===== config.mk =====
export PLATFORM = sky130hd
export DESIGN_NAME = core_fetch_unit
export DESIGN_NICKNAME = d
export VERILOG_FILES = /design/src/rtl/core_fetch_pkg.sv /design/src/rtl/core_fetch_unit_fifo.sv /design/src/rtl/core_fetch_unit.sv
export SDC_FILE = /design/constraint.sdc
export NUM_CORES = 1
export LEC_CHECK = 0
export ABC_AREA = 0
export BUFFER_PORTS_ARGS = -buffer_cell sky130_fd_sc_hd__buf_2
export CORE_ASPECT_RATIO = 0.6
export CORE_UTILIZATION = 49
export DETAILED_ROUTE_END_ITERATION = 8
export GPL_ROUTABILITY_DRIVEN = 0
export PLACE_DENSITY = 0.81
export SYNTH_ARGS = -nofsm -noshare
export SYNTH_HDL_FRONTEND = slang
export SYNTH_HIERARCHICAL = 1
export SYNTH_SLANG_ARGS = --single-unit

===== constraint.sdc =====
create_clock -name i_clk -period 2.38 [get_ports i_clk]
set_input_delay 0.119 -clock i_clk [delete_from_list [all_inputs] [get_ports i_clk]]
set_output_delay 0.119 -clock i_clk [all_outputs]
set_load 0.01 [all_outputs]

===== src/rtl/core_fetch_pkg.sv =====
// Shared constants and types for the instruction fetch unit.
//   PC_W / INSTR_W     : word-address and instruction widths
//   DEFAULT_RESET_PC   : PC value loaded on reset
//   DEFAULT_DEPTH      : prefetch buffer entries
//   fetch_entry_t      : {pc, instr} buffer payload
package core_fetch_pkg;

    localparam int unsigned PC_W          = 15;
    localparam int unsigned INSTR_W       = 16;
    localparam int unsigned DEFAULT_DEPTH = 2;

    localparam logic [PC_W-1:0] DEFAULT_RESET_PC = 15'h0000;

    typedef struct packed {
        logic [PC_W-1:0]    pc;
        logic [INSTR_W-1:0] instr;
    } fetch_entry_t;

endpackage


===== src/rtl/core_fetch_unit_fifo.sv =====
// Prefetch buffer: small circular FIFO of {pc, instr} entries.
//   i_clk, i_rst     : clock, async active-high reset
//   i_push, i_data   : write entry at tail (ignored when full)
//   i_pop            : retire head entry (ignored when empty)
//   i_flush          : empty the buffer; overrides push and pop
//   o_full, o_empty  : occupancy flags from the registered count
//   o_head           : head entry contents
module fetch_fifo
    import core_fetch_pkg::*;
#(
    parameter int unsigned DEPTH = DEFAULT_DEPTH
) (
    input  logic         i_clk,
    input  logic         i_rst,
    input  logic         i_push,
    input  logic         i_pop,
    input  logic         i_flush,
    input  fetch_entry_t i_data,
    output logic         o_full,
    output logic         o_empty,
    output fetch_entry_t o_head
);

    localparam int unsigned PTR_W = (DEPTH > 1) ? $clog2(DEPTH) : 1;
    localparam int unsigned CNT_W = $clog2(DEPTH + 1);

    fetch_entry_t     r_mem [DEPTH];
    logic [PTR_W-1:0] r_head;
    logic [PTR_W-1:0] r_tail;
    logic [CNT_W-1:0] r_count;

    logic w_do_push;
    logic w_do_pop;

    function automatic logic [PTR_W-1:0] ptr_inc(input logic [PTR_W-1:0] p);
        return (p == PTR_W'(DEPTH - 1)) ? '0 : p + PTR_W'(1);
    endfunction

    assign o_full    = (r_count == CNT_W'(DEPTH));
    assign o_empty   = (r_count == '0);
    assign o_head    = r_mem[r_head];
    assign w_do_push = i_push && !o_full;
    assign w_do_pop  = i_pop && !o_empty;

    // Storage, pointers and count; storage is cleared on reset so the head is defined.
    always_ff @(posedge i_clk or posedge i_rst) begin
        if (i_rst) begin
            for (int i = 0; i < int'(DEPTH); i++) begin
                r_mem[i] <= '0;
            end
            r_head  <= '0;
            r_tail  <= '0;
            r_count <= '0;
        end else if (i_flush) begin
            r_head  <= '0;
            r_tail  <= '0;
            r_count <= '0;
        end else begin
            if (w_do_push) begin
                r_mem[r_tail] <= i_data;
                r_tail        <= ptr_inc(r_tail);
            end
            if (w_do_pop) begin
                r_head <= ptr_inc(r_head);
            end
            case ({w_do_push, w_do_pop})
                2'b10:   r_count <= r_count + CNT_W'(1);
                2'b01:   r_count <= r_count - CNT_W'(1);
                default: r_count <= r_count;
            endcase
        end
    end

endmodule


===== src/rtl/core_fetch_unit.sv =====
// Instruction fetch unit: PC register, redirect handling and a prefetch buffer.
//   i_clk, i_rst                 : clock, async active-high reset
//   o_iAddr                      : current PC, drives instruction memory address
//   i_iIsBusy                    : memory serving data; no fetch this cycle
//   i_memData                    : instruction word for o_iAddr when not busy
//   i_redirect, i_redirectAddr   : flush buffer and restart at target
//   i_stall                      : decode not accepting the head this cycle
//   o_instr, o_instrPc           : head instruction and its word address
//   o_instrValid                 : head holds a valid instruction
module core_fetch_unit
    import core_fetch_pkg::*;
#(
    parameter logic [PC_W-1:0] RESET_PC = DEFAULT_RESET_PC,
    parameter int unsigned     DEPTH    = DEFAULT_DEPTH
) (
    input  logic               i_clk,
    input  logic               i_rst,
    output logic [PC_W-1:0]    o_iAddr,
    input  logic               i_iIsBusy,
    input  logic [INSTR_W-1:0] i_memData,
    input  logic               i_redirect,
    input  logic [PC_W-1:0]    i_redirectAddr,
    input  logic               i_stall,
    output logic [INSTR_W-1:0] o_instr,
    output logic [PC_W-1:0]    o_instrPc,
    output logic               o_instrValid
);

    logic [PC_W-1:0] r_pc;
    logic            w_full;
    logic            w_empty;
    logic            w_fetch;
    logic            w_pop;
    fetch_entry_t    w_push_data;
    fetch_entry_t    w_head;

    // Fullness is the registered count, so a same-cycle pop never frees a slot for a push.
    assign w_fetch     = !i_iIsBusy && !w_full && !i_redirect;
    assign w_pop       = o_instrValid && !i_stall && !i_redirect;
    assign w_push_data = '{pc: r_pc, instr: i_memData};

    // PC advances only on a completed fetch; redirect wins over everything.
    always_ff @(posedge i_clk or posedge i_rst) begin
        if (i_rst) begin
            r_pc <= RESET_PC;
        end else if (i_redirect) begin
            r_pc <= i_redirectAddr;
        end else if (w_fetch) begin
            r_pc <= r_pc + PC_W'(1);
        end
    end

    fetch_fifo #(
        .DEPTH (DEPTH)
    ) u_fifo (
        .i_clk   (i_clk),
        .i_rst   (i_rst),
        .i_push  (w_fetch),
        .i_pop   (w_pop),
        .i_flush (i_redirect),
        .i_data  (w_push_data),
        .o_full  (w_full),
        .o_empty (w_empty),
        .o_head  (w_head)
    );

    assign o_iAddr      = r_pc;
    assign o_instrValid = !w_empty;
    assign o_instr      = w_head.instr;
    assign o_instrPc    = w_head.pc;

endmodule


==> results of run 1 <==
-- what timing repair did --
action / 4_1_cts / 5_1_grt
endpoints found under the hold margin: 45 / 0
resized for setup: 0 / 2
hold buffers: 5 / 0
endpoints found under the setup margin: 0 / 19
-- power by group through the flow --
stage / sequential, mW / clock [mW] / combinational [mW]
after CTS: 1.91 / 1.48 / 0.987
after floorplan: 1.86 / 0 / 0.675
final: 1.91 / 1.45 / 0.973
after global placement: 1.91 / 0 / 0.937
after detailed placement: 1.93 / 0 / 0.974
after global routing: 1.95 / 1.52 / 1.06
-- kinds of logic after synthesis --
| logic type | Yosys count | synth area share [%] |
|---|---|---|
| AND/OR/NAND/NOR | 50 | 7.85 |
| AO/OA/AOI/OAI | 19 | 2.56 |
| buffers and inverters | 20 | 2.63 |
| multiplexers | 99 | 31.4 |
| flip-flops | 81 | 51.9 |
| adder cells (fa/ha/maj) | 1 | 0.320 |
| XOR/XNOR | 15 | 3.36 |
-- final timing paths --
kind	start	end	slack, ns	depth (start not counted)
worst max-delay path	u_fifo/r_count[1]	u_fifo/r_mem[4]	0.14	6
worst min-delay path	i_redirectAddr[0]	o_iAddr[0]	0.01	3
worst max register to register	u_fifo/r_count[1]	u_fifo/r_mem[4]	0.14	6
worst min register to register	u_fifo/r_mem[37]	u_fifo/r_mem[37]	0.50	1
max in group asynchronous	i_rst	u_fifo/r_mem[2]	1.35	4
min in group asynchronous	i_rst	u_fifo/r_mem[17]	0.42	3
-- stage by stage --
step           utilization [%]  worst slack (ns)
3_5_place_dp              59.6            0.0841
5_1_grt                   64.5            0.0328
6_report                  64.5             0.136
4_1_cts                   64.5            0.0696
2_1_floorplan                -             0.153
3_3_place_gp              59.6             0.186
-- sequential cells by signal, summed over array words and instances, names as in the netlist --
signal,cells
u_fifo/r_mem,62
u_fifo/r_head,1
u_fifo/r_tail,1
o_iAddr,15
u_fifo/r_count,2
-- per-layer routing --
| layer | GRT usage, % | up-vias | wire, um |
|---|---|---|---|
| met5 | 0 | - | 0 |
| met4 | 6.89 | 0 | 119 |
| met3 | 6.34 | 16 | 588 |
| met2 | 32.3 | 87 | 3640 |
| met1 | 30.4 | 1301 | 4070 |
| li1 | - | 1212 | - |
-- cells in the final DEF, fill, tap and decap left out, types with 5 or more instances in the layout --
cell type,instances
buf_4,8
o21ai_0,9
mux2_2,65
nand4_1,6
nor4_1,5
nand2_1,14
dlygate4sd3_1,5
buf_2,82
dfrtp_1,80
inv_1,5
mux2_4,30
xor2_1,7
clkbuf_16,9
xnor2_1,8
nor3_1,6
-- final cells by class --
type,count,share of cell area (%)
multi-input combinational,184,36.9
tap,104,2.70
sequential,81,42.0
timing repair buffer,97,11.4
inverter,6,0.467
clock inverter,5,1.63
clock buffer,11,4.82
-- critical path, cell delays in order (launching register included) --
cell and delay, ns:
dfrtp_1 0.38, nor2b_4 0.13, nor3_1 0.22, inv_1 0.16, or4b_2 0.68, buf_4 0.24, mux2_4 0.32
==> impl_metrics.json, run 1 <==
{
  "first_pass_iters": 4,
  "ant_nets": 0,
  "drc": 0,
  "nets": 416,
  "postCtsSetupBuffers": 0,
  "wire_per_inst_um": 17.2,
  "hold_viol": 0,
  "synthArstFlopShare_pct": 100,
  "fin_hold_ws_ns": 0.0130,
  "cts_buffers": 9,
  "ys_ff_latch": 81,
  "cts.clk_slew.worst_paths_ns": 0.06,
  "synth_top_area_share_pct": 51.9,
  "fp.dieW_um": 117,
  "htree_levels": 3,
  "cp.required_ns": 2.60,
  "dp_cells": 467,
  "maxSlewHeadroom_pct": 52.0,
  "cp-start-kind": "flop",
  "io_pins": 83,
  "grt_antenna_before_repair": 0,
  "synth_area_um2": 3900,
  "p_seq_share_pct": 44.1,
  "track_usage_pct": 21.7,
  "synth_warnings": 6,
  "grt_pass1_wl_mm": 13.4,
  "drtIter0Drc": 106,
  "leakagePower_nw": 2.31,
  "cp_max_fo": 12,
  "layout.cells.non_filler": 488,
  "grt_max_degree": 41,
  "cts_tree": "yes",
  "diodes": 0,
  "maxCapViolCount": 0,
  "seq_area_um2": 2030,
  "worst_pin_slew_ns": 0.715,
  "drt-vias-per-instance": 5.36,
  "ys_types": 33,
  "finalSetupViolCount": 0,
  "drv_slew": 0,
  "clkSinkCount": 81,
  "core_um2": 7480,
  "synth_top_cell_by_area": "dfrtp_1",
  "netlist_top_cells_count": "dfrtp_1, mux2_2, mux2_4",
  "area_growth_pct": 23.6,
  "endpoint_kind": "flop",
  "p_comb_share_pct": 22.4,
  "dieArea_um2": 8340,
  "final_area_um2": 4830,
  "fin_crit_sh_pct": 94.3,
  "syn_inst": 285,
  "outcome": "finished clean",
  "clockBufferDepth": 2,
  "overflow": 0,
  "switching_share_pct": 26.2,
  "fill_cells": 579,
  "multi_input_area_um2": 1780,
  "initial_core_util_pct": 52.2,
  "clockPowerShare_pct": 33.4,
  "yosysMostFrequentCell": "dfrtp_1",
  "grt_pass1_vias": 2647,
  "crit_type": "flop to flop",
  "finalCriticalPeriod_ns": 2.24,
  "fp-row-count": 24,
  "max_freq_ghz": 0.446,
  "power.switching_mw": 1.14,
  "synth_edf_count": 0,
  "cts_root_buf": "clkbuf_16",
  "netlist_top_cells_area": "dfrtp_1, mux2_2, mux2_4",
  "skew_ns": 0.00341,
  "dpl-instance-area_um2": 4460,
  "synth_flop_cell": "dfrtp_1",
  "synth.net_count": 322,
  "insertion_delay_ns": 0.33,
  "power_mw": 4.34,
  "drive_gt1_share_pct": 54.4,
  "port_buffers": 82,
  "dp_hpwl_mm": 5.75,
  "vias": 2616,
  "seq_area_frac_synth_pct": 51.9,
  "worstPathArrival_ns": 2.46,
  "max-vdd-ir-drop_v": 0.000581,
  "p_per_area_nw_per_um2": 899,
  "worstHoldPathType": "input port to flop",
  "wl_mm": 8.41,
  "fin_tns_setup_ns": 0,
  "p_int_mw": 3.20,
  "die_h_um": 71.2,
  "rsz0062_at_grt": "no",
  "avgSynthCellArea_um2": 13.7
}
No activity file was read; power rests on OpenSTA's default activity.
==> run 2: changes to the inputs <==
- PLACE_DENSITY: 0.81 -> unset
- PLACE_DENSITY_LB_ADDON: unset -> 0.2
==> impl_metrics.json, run 2 (synthesized netlist as in run 1, its figures left out) <==
{
  "finalCriticalPeriod_ns": 2.22,
  "max_freq_ghz": 0.450,
  "core_um2": 7480,
  "layout.cells.non_filler": 491,
  "nets": 420,
  "fin_hold_ws_ns": 0.00639,
  "cp-start-kind": "flop",
  "mostFrequentLayoutCells": "buf_2, dfrtp_1, mux2_2",
  "wl_mm": 8.42,
  "die_h_um": 71.2,
  "initial_core_util_pct": 52.2,
  "insertion_delay_ns": 0.33,
  "dp_hpwl_mm": 5.87,
  "fin_crit_sh_pct": 93.4,
  "maxSlewHeadroom_pct": 46.3,
  "drc": 0,
  "dpl-instance-area_um2": 4480,
  "cts_resized": 0,
  "drtIter0Drc": 108,
  "wire_per_inst_um": 17.1,
  "regMostFlops": "u_fifo/r_mem",
  "power_mw": 4.22,
  "crit_type": "flop to flop",
  "fp.dieW_um": 117,
  "overflow": 0,
  "drt-vias-per-instance": 5.28,
  "worst-path-buf-inv": 2,
  "fin_tns_setup_ns": 0,
  "worstHoldPathType": "input port to flop",
  "fill_cells": 594,
  "area_growth_pct": 23.6,
  "cp.required_ns": 2.60,
  "grt_max_degree": 39,
  "port_buffers": 82,
  "cts_tree": "yes",
  "track_usage_pct": 22.4,
  "cts_root_buf": "clkbuf_16",
  "clockBufferDepth": 2,
  "grt_antenna_before_repair": 0,
  "cp_cell_sequence": "nor2b_4, nor3_1, inv_1, or4b_2, buf_12, mux2_4",
  "fp-row-count": 24,
  "finalSetupViolCount": 0,
  "worst_pin_slew_ns": 0.804,
  "hold_path_end": "o_iAddr[6]",
  "cts_buffers": 9,
  "largest_reg_flops": 62,
  "vias": 2594,
  "final_common_cell": "buf_2",
  "holdBufCountCts": 6,
  "cpPeakStageDelay_ns": 0.69,
  "crit_family": "simple AND/OR/NAND/NOR gates",
  "hold_viol": 0,
  "diodes": 0,
  "r2r_slack_ns": 0.16,
  "endpoint_kind": "flop",
  "postCtsSetupBuffers": 0,
  "p_per_area_nw_per_um2": 874,
  "leakagePower_nw": 2.30,
  "worstPathArrival_ns": 2.44,
  "ant_nets": 0,
  "whs_path_depth": 3,
  "grt_pass1_vias": 2654,
  "worst_r2r_path_depth": 6,
  "maxCapViolCount": 0,
  "reg2reg_from": "u_fifo/r_count[0]",
  "io_pins": 83,
  "dp_cells": 470,
  "first_pass_iters": 4,
  "drive_gt1_share_pct": 54.5,
  "cp_max_fo": 31,
  "grt_pass1_wl_mm": 13.6,
  "htree_levels": 3,
  "clkSinkCount": 81,
  "skew_ns": 0.00430,
  "rsz0062_at_grt": "no",
  "cts.clk_slew.worst_paths_ns": 0.06,
  "outcome": "finished clean",
  "cpMaxStageDelayCell": "or4b_2",
  "drv_slew": 0,
  "dieArea_um2": 8340,
  "max-vdd-ir-drop_v": 0.000380,
  "final_area_um2": 4830,
  "worstHoldStart": "i_redirectAddr[6]",
  "worst_r2r_endpoint": "u_fifo/r_mem[6]"
}
==> run 2: worst max path at each step <==
stage / startpoint / to / slack, ns / cells after the start
floorplan: i_redirect / u_fifo/r_mem[0] / 0.15 / 8
global placement: u_fifo/r_count[0] / u_fifo/r_mem[13] / 0.22 / 6
detailed placement: u_fifo/r_count[0] / u_fifo/r_mem[6] / 0.18 / 6
CTS: u_fifo/r_count[0] / u_fifo/r_mem[6] / 0.17 / 6
global route: u_fifo/r_count[0] / u_fifo/r_mem[6] / 0.01 / 6
finish: u_fifo/r_count[0] / u_fifo/r_mem[6] / 0.16 / 6
==> run 2: per-layer routing <==
layer  track usage [%]  share of wire [%]  vias up
li1                  -                  -     1216
met5                 0                  0        -
met4              4.50               0.62        0
met2              32.2                 44       72
met3              7.46                6.0        5
met1              33.0                 50     1301
==> run 2: stage by stage <==
stage,setup WS [ns],util (%)
floorplan,0.153,-
global placement,0.218,59.9
detailed placement,0.181,59.9
CTS,0.175,64.6
global route,0.0129,64.6
finish,0.158,64.6
==> run 2: worst reg2reg max path, cell delays in order, from the launching register on <==
cell and delay [ns]:
dfrtp_1 0.47, nor2b_4 0.06, nor3_1 0.19, inv_1 0.13, or4b_2 0.69, buf_12 0.23
mux2_4 0.33
==> run 2: layout make-up <==
class                   count  area [um^2]  share of cell area, %
clock buffers              10          229                   4.74
clock inverters             5         57.6                   1.19
well taps                 104          130                   2.70
repair buffers            101          581                   12.0
multi-input cells         184         1780                   36.9
inverters                   6         22.5                  0.466
flip-flops and latches     81         2030                   42.0
==> run 2: report_power, final <==
group | switching (mW) | internal, mW
Clock | 0.531 | 0.804
Sequential | 0.219 | 1.69
Combinational | 0.383 | 0.592
